<file path="config.mk">
export PLATFORM = sky130hd
export DESIGN_NAME = gray_sweep_controller
export DESIGN_NICKNAME = d
export VERILOG_FILES = /design/src/rtl/gray_pkg.sv /design/src/rtl/gray_encoder.sv /design/src/rtl/gray_sweep_controller.sv
export SDC_FILE = /design/constraint.sdc
export NUM_CORES = 1
export LEC_CHECK = 0
export ABC_AREA = 1
export CAP_MARGIN = 20
export CORE_AREA = 5 5 59 61
export CTS_BUF_LIST = sky130_fd_sc_hd__clkbuf_8
export CTS_CLUSTER_SIZE = 20
export DETAILED_ROUTE_END_ITERATION = 10
export DIE_AREA = 0 0 64 66
export HOLD_SLACK_MARGIN = 0.08
export PLACE_DENSITY = 0.77
export SETUP_SLACK_MARGIN = 0.02
export SYNTH_ARGS = -nofsm -noshare
export SYNTH_HDL_FRONTEND = slang
export SYNTH_SLANG_ARGS = --single-unit
export TNS_END_PERCENT = 5
</file>
<file path="constraint.sdc">
create_clock -name clk -period 3.85 [get_ports clk]
set_input_delay 0.77 -clock clk [delete_from_list [all_inputs] [get_ports clk]]
set_output_delay 0.77 -clock clk [all_outputs]
set_load 0.02 [all_outputs]
</file>
<file path="src/rtl/gray_pkg.sv">
// -----------------------------------------------------------------------------
// gray_pkg
// Shared definitions for the Gray-code sweep controller:
//   - FSM state encoding (IDLE/RUN/PAUSE/DONE)
//   - gray_of():    binary -> Gray conversion, usable by benches and models
//   - is_one_hot(): true when exactly one bit of the argument is set
// Both helpers work on 32-bit zero-extended operands, so any WIDTH <= 32 fits.
// -----------------------------------------------------------------------------
package gray_pkg;

    localparam logic [1:0] ST_IDLE_ENC  = 2'd0;
    localparam logic [1:0] ST_RUN_ENC   = 2'd1;
    localparam logic [1:0] ST_PAUSE_ENC = 2'd2;
    localparam logic [1:0] ST_DONE_ENC  = 2'd3;

    typedef enum logic [1:0] {
        ST_IDLE  = ST_IDLE_ENC,
        ST_RUN   = ST_RUN_ENC,
        ST_PAUSE = ST_PAUSE_ENC,
        ST_DONE  = ST_DONE_ENC
    } state_t;

    function automatic logic [31:0] gray_of(input logic [31:0] bin);
        return bin ^ (bin >> 1);
    endfunction

    // x & (x-1) clears the lowest set bit; zero afterwards means at most one bit was set.
    function automatic logic is_one_hot(input logic [31:0] x);
        return (x != 32'd0) && ((x & (x - 32'd1)) == 32'd0);
    endfunction

endpackage

</file>
<file path="src/rtl/gray_encoder.sv">
// -----------------------------------------------------------------------------
// gray_encoder
// Purely combinational binary-to-Gray converter.
// Ports:
//   i_bin   in   WIDTH  binary value
//   o_gray  out  WIDTH  i_bin ^ (i_bin >> 1)
// -----------------------------------------------------------------------------
module gray_encoder #(
    parameter int WIDTH = 4
) (
    input  logic [WIDTH-1:0] i_bin,
    output logic [WIDTH-1:0] o_gray
);

    assign o_gray = i_bin ^ (i_bin >> 1);

endmodule

</file>
<file path="src/rtl/gray_sweep_controller.sv">
// -----------------------------------------------------------------------------
// gray_sweep_controller
// Steps a binary index from first_val to last_val (up or down, wrapping modulo
// 2^WIDTH), holding each code for DWELL clocks and publishing the binary/Gray
// pair with a one-clock valid strobe. Each step is checked to change exactly
// one Gray bit; any violation sets the sticky hop_err until the next start.
// Ports:
//   clk        in   1      rising-edge clock
//   reset      in   1      synchronous, active-high; wins over everything
//   start      in   1      begin a sweep (IDLE only); samples dir/first/last
//   abort      in   1      return to IDLE from RUN/PAUSE, outputs hold
//   pause      in   1      level; freezes dwell count and outputs
//   dir        in   1      0 = up, 1 = down
//   first_val  in   WIDTH  first binary index
//   last_val   in   WIDTH  final binary index
//   bin_out    out  WIDTH  current binary index
//   gray_out   out  WIDTH  Gray code of bin_out
//   valid      out  1      pulse when a new code is presented
//   busy       out  1      high while in RUN or PAUSE
//   done       out  1      pulse after the final code's dwell expires
//   hop_err    out  1      sticky multi-bit/zero-bit hop flag
// -----------------------------------------------------------------------------
module gray_sweep_controller
    import gray_pkg::*;
#(
    parameter int WIDTH = 4,
    parameter int DWELL = 10
) (
    input  logic             clk,
    input  logic             reset,
    input  logic             start,
    input  logic             abort,
    input  logic             pause,
    input  logic             dir,
    input  logic [WIDTH-1:0] first_val,
    input  logic [WIDTH-1:0] last_val,
    output logic [WIDTH-1:0] bin_out,
    output logic [WIDTH-1:0] gray_out,
    output logic             valid,
    output logic             busy,
    output logic             done,
    output logic             hop_err
);

    localparam int              CW       = $clog2(DWELL + 1);
    localparam logic [CW-1:0]   CNT_LAST = CW'(DWELL - 1);
    localparam logic [CW-1:0]   CNT_ONE  = CW'(1);
    localparam logic [WIDTH-1:0] IDX_ONE = WIDTH'(1);

    state_t           r_state;
    state_t           w_next_state;
    logic [WIDTH-1:0] r_bin;
    logic [WIDTH-1:0] r_gray;
    logic [WIDTH-1:0] r_last;
    logic             r_dir;
    logic [CW-1:0]    r_count;
    logic             r_valid;
    logic             r_busy;
    logic             r_done;
    logic             r_hop_err;

    logic             w_load;
    logic             w_step;
    logic             w_tick;
    logic [WIDTH-1:0] w_next_bin;
    logic [WIDTH-1:0] w_next_gray;
    logic             w_hop_bad;

    // Next-state decode: abort beats pause, pause beats dwell expiry.
    // A PAUSE state with pause low behaves like RUN on that same edge, so a
    // pause of N clocks stretches the current dwell by exactly N clocks.
    always_comb begin
        w_next_state = r_state;
        w_load       = 1'b0;
        w_step       = 1'b0;
        w_tick       = 1'b0;
        case (r_state)
            ST_IDLE: begin
                if (start) begin
                    w_next_state = ST_RUN;
                    w_load       = 1'b1;
                end else begin
                    w_next_state = ST_IDLE;
                end
            end
            ST_RUN, ST_PAUSE: begin
                if (abort) begin
                    w_next_state = ST_IDLE;
                end else if (pause) begin
                    w_next_state = ST_PAUSE;
                end else if (r_count == CNT_LAST) begin
                    if (r_bin == r_last) begin
                        w_next_state = ST_DONE;
                    end else begin
                        w_next_state = ST_RUN;
                        w_step       = 1'b1;
                    end
                end else begin
                    w_next_state = ST_RUN;
                    w_tick       = 1'b1;
                end
            end
            ST_DONE: begin
                w_next_state = ST_IDLE;
            end
            default: begin
                w_next_state = ST_IDLE;
            end
        endcase
    end

    // Next binary index: the start value on load, otherwise one step in the latched direction.
    always_comb begin
        if (w_load) begin
            w_next_bin = first_val;
        end else if (r_dir) begin
            w_next_bin = r_bin - IDX_ONE;
        end else begin
            w_next_bin = r_bin + IDX_ONE;
        end
    end

    gray_encoder #(
        .WIDTH (WIDTH)
    ) u_enc (
        .i_bin  (w_next_bin),
        .o_gray (w_next_gray)
    );

    assign w_hop_bad = ~is_one_hot(32'(w_next_gray ^ r_gray));

    // State, sweep datapath and registered status outputs.
    always_ff @(posedge clk) begin
        if (reset) begin
            r_state   <= ST_IDLE;
            r_bin     <= '0;
            r_gray    <= '0;
            r_last    <= '0;
            r_dir     <= 1'b0;
            r_count   <= '0;
            r_valid   <= 1'b0;
            r_busy    <= 1'b0;
            r_done    <= 1'b0;
            r_hop_err <= 1'b0;
        end else begin
            r_state <= w_next_state;
            r_valid <= w_load | w_step;
            r_busy  <= (w_next_state == ST_RUN) || (w_next_state == ST_PAUSE);
            r_done  <= (w_next_state == ST_DONE);
            if (w_load) begin
                r_bin     <= w_next_bin;
                r_gray    <= w_next_gray;
                r_last    <= last_val;
                r_dir     <= dir;
                r_count   <= '0;
                r_hop_err <= 1'b0;
            end else if (w_step) begin
                r_bin   <= w_next_bin;
                r_gray  <= w_next_gray;
                r_count <= '0;
                if (w_hop_bad) begin
                    r_hop_err <= 1'b1;
                end
            end else if (w_tick) begin
                r_count <= r_count + CNT_ONE;
            end
        end
    end

    assign bin_out  = r_bin;
    assign gray_out = r_gray;
    assign valid    = r_valid;
    assign busy     = r_busy;
    assign done     = r_done;
    assign hop_err  = r_hop_err;

endmodule

</file>
==> results.md, run 1 <==
* Status: finished, final reports clean
* H-tree depth at 1
* Min cycle time layout at 2320 ps
* Initial Utilization at 0.429
* Fmax at 431 MHz
* R2R Path End: hop_err
* Max_cap viols at 0
* Critical Path Most Common Cell: nand2_1
* Crit share post-route at 0.602
* Cell Area, Placed at 1530 µm²
* Top post-synthesis cells by area: dfxtp_1 (35%), nand2_1 (13%), ha_1 (7.0%)
* Worst slew pin tran at 315 ps
* Worst VDD drop at 0.199 mV
* CP bufs+invs at 2
* Synthesized area per cell at 7.19 µm²
* Ys flop type: dfxtp_1
* Vias in the first global route at 1119
* Crit-path leading delay family: simple AND/OR/NAND/NOR gates
* Critical path launch point type: input port
* Fill cells at 299
* Die ar. at 4220 µm²
* Hold Vio Cnt, Final at 0
* Layout area overhead at 25.0%
* Core Rows at 20
* Number of antenna violations at the first check in global routing at 0
* CTS tree: built
* Iter 0 DRT Violations at 29
* Synth cell count leaders: nand2_1 (42), inv_1 (23), dfxtp_1 (22)
* Largest net degree at the start of global routing at 16
* Final setup viols at 0
* Slew headroom at 0.788
* Max-slew violation total from the final report at 0
* Routed WL at 2.57 mm
* Drt via density at 4.83
* GRT overflow at 0
* Worst-path clk slew at 70 ps
* Critical Path AT at 2520 ps
* Final Cell Area at 1570 µm²
* Final HPWL DP at 2.02 mm
* Clk Tree Root Cell: clkbuf_8
* Cell Pwr Density at 369 nW/µm²
* DRC errors left at 0
* CTS Hold Bufs at 0
* Worst r2r path cells at 14
* CP endpoint kind: flip-flop
* Mapped Nets at 197
* Seq cells post-synth at 22
* Leading area contributor after synthesis: dfxtp_1
* Launch point of the worst reg-to-reg path: bin_out[0]
* CTS Buffer Depth at 2
* Die W at 64 µm
* CP peak stage delay at 530 ps
* Slowest-stage cell, CP: clkdlybuf4s50_1
* Post-synth EDFFs at 0
* Core area at 2930 µm²
* Tot GR Track Use at 0.136
* TritonCTS Buffers at 3
* Setup ws final at 1530 ps
* Clock Skews at 2.75 ps
* First-pass GRT wire length at 4.70 mm
* Synthesized area at 1260 µm²
* # IOs at 26
* Post-synthesis cell type count at 28
* Hold endpoint: hop_err
* Routed len/inst at 11.0 µm
* Diodes inserted at 0
* Sequential cell area at 440 µm²
* Multi-input gate area at 708 µm²
* Hold path depth at 2
* Gate Count Post-Synth at 175
* Skew-Pair Late Insertion Delay at 260 ps
* Hold WC Path Type: flip-flop to flip-flop
* Place WS at 1290 ps
* Yosys top cell area share at 0.350
* Hold_sp: hop_err
* Register area share after synthesis at 0.350
* Post-CTS Setup Inserts at 0
* CTS sink count at 22
* GPL Wtd Cong at 0.797
* Final antenna-violating net count at 0
* Reg2Reg Setup Slack at 1700 ps
* Required time of the worst setup path at 4050 ps
* Drt pass-1 iters at 4
* Crit path kind: input port to flip-flop
* Post-synthesis async set-or-reset flop share at 0
* Vias at 1131
* Share of post-route cells with drive strength above 1 at 0.0846
* Crit Path Max Fanout at 15
* Most common cell in the netlist: nand2_1
* Yosys warnings at 0
* Unrepaired setup endpoints after global routing: no
* Setup TNS Final at 0 ps
* Nets at 225
* Port bufs at 25
* CP Cell Sequence: clkdlybuf4s50_1 > nand2_4 > inv_2 > nand2_1 > nand2_2 > nand2_1 > nand2_1 > nand2_1 > nand2_1 > nand3_1 > nand2_1 > nor2_1 > nor2_1 > nand2_1 > a21oi_2
* Post-cts resize count at 0
* Die height at 66 µm
* Leakage power at 0.684 nW
## per-layer routing
layer / up-vias / global-route usage / wire length, µm
met3: 4 / 0.0323 / 127
met5: - / 0 / 0
met1: 492 / 0.177 / 1260
met2: 27 / 0.222 / 1150
met4: 0 / 0.0390 / 23
li1: 608 / - / -
## cells in the final DEF, fill, tap and decap left out, drive strengths merged
master         instances
inv                   24
o21ai                 11
nor3                   2
xnor2                  6
ha                     7
nand4                  1
nand3                 16
clkdlybuf4s50         25
clkbuf                 3
o21bai                 1
nand3b                 1
fa                     1
or2                    6
nand2                 47
xor2                   2
dfxtp                 22
o22ai                  2
nor2                  17
nor4                   1
a21oi                  6
## per-stage QoR
step	hold slack, ps	power (mW)	cells	utilization
after floorplan	471	0.389	175	-
after global placement	453	0.442	231	0.523
after detailed placement	457	0.446	231	0.523
after CTS	472	0.585	234	0.537
after global routing	519	0.621	234	0.537
final	469	0.580	234	0.537
## power by group
group	total [mW]	switching (mW)	internal, mW	leakage [nW]
Clock	0.140	0.0705	0.0698	0.0216
Combinational	0.181	0.101	0.0801	0.482
Sequential	0.259	0.0160	0.243	0.180
## registers in the layout (all words and copies together) (netlist names)
name      flops
bin_out       4
busy          1
done          1
gray_out      3
hop_err       1
r_count       4
r_dir         1
r_last        4
r_state       2
valid         1
## final cells by class
cell class | count | share of cell area
multi-input combinational | 127 | 0.451
sequential | 22 | 0.280
timing repair buffer | 25 | 0.159
inverter | 24 | 0.0573
clock buffer | 3 | 0.0263
tap | 33 | 0.0263
## kinds of logic (layout without fill, tap and decap cells)
family                   count (synthesis)  count (layout)  synth area share
AO/OA/AOI/OAI                           20              20            0.0896
flip-flops                              22              22             0.350
XOR/XNOR                                 8               8            0.0557
AND/OR/NAND/NOR                         91              91             0.332
buffers and inverters                   26              52            0.0866
adder cells (fa/ha/maj)                  8               8            0.0856
## worst max path at each step
stage	startpoint	to	slack, ps	depth (start not counted)
global placement	start	hop_err	1310	12
CTS	start	hop_err	1550	15
global route	start	hop_err	1280	15
finish	start	hop_err	1530	15
floorplan	bin_out[0]	hop_err	1830	14
detailed placement	start	hop_err	1290	12
## tightest hold or removal path: cells and delay by family (launching register included)
family | cells | cell delay, ps
flip-flops | 1 | 310
buffers and inverters | 1 | 70
AO/OA/AOI/OAI | 1 | 50
Power figures use the tool's default switching activity.
==> inputs of run 2 (changes only) <==
==> constraint.sdc (replaced) <==
create_clock -name clk -period 2.2 [get_ports clk]
set_input_delay 0.44 -clock clk [delete_from_list [all_inputs] [get_ports clk]]
set_output_delay 0.44 -clock clk [all_outputs]
set_load 0.02 [all_outputs]
==> run 2 against run 1 <==
Net effect: largest cell class unchanged; global-route usage grew 0.43 points; critical path depth shrank 1; register-to-register slack got worse by 1500 ps; setup slack lost 1400 ps; first-iteration DRC count is 59% higher; clock skew is 0.92 ps higher; via count up 5.5%; wire length increased by 7.9%; largest power group unchanged.
==> results.md, run 2 (synthesis gave the netlist of run 1 again) <==
* Setup TNS Final at 0 ps
* GPL Wtd Cong at 0.830
* CP endpoint kind: flip-flop
* Share of post-route cells with drive strength above 1 at 0.135
* Tot GR Track Use at 0.140
* Die ar. at 4220 µm²
* R2R Path End: hop_err
* Cell Pwr Density at 637 nW/µm²
* First-pass GRT wire length at 4.87 mm
* CTS Hold Bufs at 0
* Skew-Pair Late Insertion Delay at 260 ps
* Fmax at 491 MHz
* Crit path kind: flip-flop to flip-flop
* DRC errors left at 0
* Hold path depth at 2
* Core Rows at 20
* GRT overflow at 0
* Dpl cells at 238
* Leakage power at 0.725 nW
* Status: finished, final reports clean
* Die height at 66 µm
* Largest net degree at the start of global routing at 12
* CTS sink count at 22
* Max_cap viols at 0
* Post-CTS Setup Inserts at 0
* Finished Layout Cells at 241
* Worst r2r path cells at 14
* Max-slew violation total from the final report at 0
* Reg2Reg Setup Slack at 160 ps
* TritonCTS Buffers at 3
* Diodes inserted at 0
* Cell Area, Placed at 1580 µm²
* Drt pass-1 iters at 4
* Final setup viols at 0
* Crit Path Max Fanout at 4
* Final HPWL DP at 2.16 mm
* Commonest non-fill, non-tap cell in the layout: nand2_1
* Core area at 2930 µm²
* Nets at 232
* Hold endpoint: hop_err
* Final antenna-violating net count at 0
* # IOs at 26
* Final Cell Area at 1640 µm²
* Worst hold slack at 480 ps
* Worst VDD drop at 0.400 mV
* CTS tree: built
* Crit share post-route at 0.925
* Clk Tree Root Cell: clkbuf_8
* Routed WL at 2.77 mm
* Vias in the first global route at 1199
* Number of antenna violations at the first check in global routing at 0
* Unrepaired setup endpoints after global routing: no
* Drt via density at 4.95
* Routed len/inst at 11.5 µm
* CTS Buffer Depth at 2
* Critical Path AT at 2190 ps
* Hold_sp: hop_err
* Worst slew pin tran at 287 ps
* Min cycle time layout at 2040 ps
* Hold Vio Cnt, Final at 0
* Iter 0 DRT Violations at 46
* Vias at 1193
* Die W at 64 µm
* Required time of the worst setup path at 2360 ps
* Slew headroom at 0.808
* Hold WC Path Type: flip-flop to flip-flop
* Critical path launch point type: flip-flop
* Port bufs at 25
* Power, Total at 1.04 mW
* Worst-path clk slew at 70 ps
* Post-cts resize count at 0
* Layout area overhead at 30.3%
* Launch point of the worst reg-to-reg path: bin_out[0]
* Clock Skews at 3.67 ps
* Most frequent cells in the layout: nand2_1 (40), clkdlybuf4s50_1 (25), inv_1 (23), dfxtp_1 (22), nor2_1 (17)
* H-tree depth at 1
* Initial Utilization at 0.429
[run 2: changes by cell type in the layout (fill, tap and decap cells not counted)]
| cell | previous run | this run |
|---|---|---|
| nand2_2 | 3 | 5 |
| nand2_1 | 42 | 40 |
| nand3_1 | 15 | 13 |
| buf_4 | 0 | 7 |
| nand3_2 | 1 | 3 |
[run 2: how the worst max path moves through the flow]
stage / from / endpoint / slack (ps) / cells past startpoint
detailed placement: start / hop_err / 7 / 11
floorplan: bin_out[0] / hop_err / 180 / 14
finish: bin_out[0] / hop_err / 160 / 14
global route: bin_out[0] / hop_err / 40 / 14
CTS: bin_out[0] / hop_err / 130 / 14
global placement: start / hop_err / 30 / 11
[run 2: area by class of cell]
cell class | instances | area (µm²)
Fill cell | 282 | 1290
Multi-Input combinational cell | 127 | 723
Sequential cell | 22 | 440
Timing Repair Buffer | 32 | 303
Inverter | 24 | 90.1
Clock buffer | 3 | 41.3
Tap cell | 33 | 41.3
[run 2: per-layer routing]
layer,global-route usage,part of all wire
met1,0.166,0.46
met2,0.246,0.46
met3,0.0323,0.062
met4,0.0468,0.014
met5,0,0
[run 2: report_power, final]
part / leakage (nW) / switching, mW / internal [mW]
Sequential: 0.180 / 0.0228 / 0.425
Combinational: 0.523 / 0.196 / 0.154
Clock: 0.0216 / 0.124 / 0.122
Total: 0.725 / 0.342 / 0.701
[run 2: metrics by stage]
stage | worst slack (ps) | util
after floorplan | 176 | -
after global placement | 33.1 | 0.541
after detailed placement | 7.11 | 0.541
after CTS | 129 | 0.555
after global routing | 41.4 | 0.560
final | 164 | 0.560
[run 2: worst max-delay path, stage by stage, from the launching register on]
cell,delay [ps]
dfxtp_1,340
fa_1,430
or2_2,310
nand3_2,90
nand2_2,90
nand2_2,100
nand2_2,70
nand2_1,60
nand2_1,50
nand3_1,80
nand2_1,60
nor2_1,90
nor2_1,40
nand2_1,70
a21oi_2,50
==> variant (flow settings as in run 2) <==
Set the parameter `DWELL` to 5 (it was 10).
--- a/src/rtl/gray_sweep_controller.sv
+++ b/src/rtl/gray_sweep_controller.sv
@@ -24,7 +24,7 @@
     import gray_pkg::*;
 #(
     parameter int WIDTH = 4,
-    parameter int DWELL = 10
+    parameter int DWELL = 5
 ) (
     input  logic             clk,
     input  logic             reset,
Check against the original RTL: not equivalent (Yosys sat finds a counterexample within 10 cycles, from zero or initial values and one cycle with reset high).
==> variant against run 2 <==
Worst setup slack better by 51 ps. Power is 1.9% lower. First-iteration DRC count fell by 52%. Cell area down 1.1%. Routed wire length is 4.8% lower. Area after synthesis down 1.1%. Die area stayed put. Sequential cell count down 1. Critical endpoint unchanged.
==> variant: results (changes against run 2) <==
[global_routing]
grt.met1_usage=0.178  ; +0.0112
grt_use_met2=0.225  ; -0.0214
grt_start_max_net_pins=13  ; +1
grt_pass1_vias=1096  ; -8.6%
grt_first_pass_wirelength_mm=4.69  ; -3.7%
global_route.usage.met3=0.0238  ; -0.00850

[logic_synthesis]
synthTopCellsByCount=sky130_fd_sc_hd__nand2_1 (38), sky130_fd_sc_hd__dfxtp_1 (21), sky130_fd_sc_hd__inv_1 (21)
synth_area_um2=1240  ; -1.1%
synthCells=168  ; -4.0%
share_of_synthesized_area_occupied_by_flip_flops_and_latches=0.338  ; -0.0122
biggest_area_contributors_in_the_synthesized_netlist=sky130_fd_sc_hd__dfxtp_1 (34%), sky130_fd_sc_hd__nand2_1 (11%), sky130_fd_sc_hd__nand3_1 (7.2%)
postSynthNetCount=190  ; -3.6%
library_cells_used_by_synthesis=33  ; +18%

[placed_design]
placed_area_um2=1570  ; -0.63%
place.detailed.instances=232  ; -2.5%
numPortBuffers=25  ; unchanged
final_weighted_congestion_in_routability_driven_placement=0.805  ; -3.1%
dp_hpwl_mm=2.15  ; -0.60%
pre_cts_ws_ps=-34.3  ; -41.4 ps

[power_and_ir_drop]
power.share.sequential=0.419  ; -0.010
cellLeakagePower_uw=0.000717  ; -1.1%
power_frac_comb=0.345  ; +0.010
peak_supply_drop_v=0.000414  ; +3.5%
sw_frac_of_total=0.328  ; about the same

[drt]
first_iter_violations=22  ; -52%
wl_per_cell_um=11.2  ; -2.8%
detailroute.wirelength.met3_um=114  ; -34%
detail_route.vias_per_cell=4.83  ; -2.3%
m1WireLength_mm=1.24  ; -4.0%
met2_length_mm=1.25  ; -2.0%

[timing]
worst_slew_pin_slew_ps=278  ; -9.78 ps
min_period_ps=1980  ; -51.5 ps
worst_clock_skew_ps=3.84  ; +0.170 ps
hold_slack_ps=463  ; -17.6 ps

[cells_and_area]
nonClockBufferCount=33  ; +3.1%
instances_no_fill=236  ; -2.1%
layout.filler_cells=275  ; -2.5%
clkbuf_count=3  ; unchanged
sequential_cell_area_um2=420  ; -4.5%
clock_network_area_share=0.0278  ; +0.00261
multi_input_cells=121  ; -4.7%
nonClkBufAreaFrac=0.192  ; +0.00677

[setup_path]
worstSetupEndpointType=flop
reg2reg_setup_slack_ps=220  ; +50 ps
critPathLaunch=start
critical_path_peak_fanout=12  ; +8
timing.critical_path.slowest_cell_delay_ps=520  ; +90 ps
critical_path_arrival_ps=2140  ; -50 ps
slowest_stage=sky130_fd_sc_hd__clkdlybuf4s50_1

[outcome]
status=finished clean

==> variant: changes by cell type after synthesis, moves of 2 or more <==
cell / change
sky130_fd_sc_hd__nand3_1: +3
sky130_fd_sc_hd__xnor2_1: -2
sky130_fd_sc_hd__inv_1: -2
sky130_fd_sc_hd__or2_2: -3
sky130_fd_sc_hd__nand2_1: -4
sky130_fd_sc_hd__nor2_1: -3
==> variant: through the flow <==
step                power [uW]  utilization
detailed placement         787        0.537
CTS                       1030        0.553
global placement           783        0.537
floorplan                  673            -
finish                    1020        0.553
global route              1090        0.553
==> variant: logic make-up after synthesis <==
logic type / after synthesis / share of synthesized area
adder cells (fa/ha/maj): 8 / 0.0865
flip-flops: 21 / 0.338
AO/OA/AOI/OAI: 19 / 0.0926
buffers and inverters: 26 / 0.0946
AND/OR/NAND/NOR: 87 / 0.333
XOR/XNOR: 7 / 0.0553
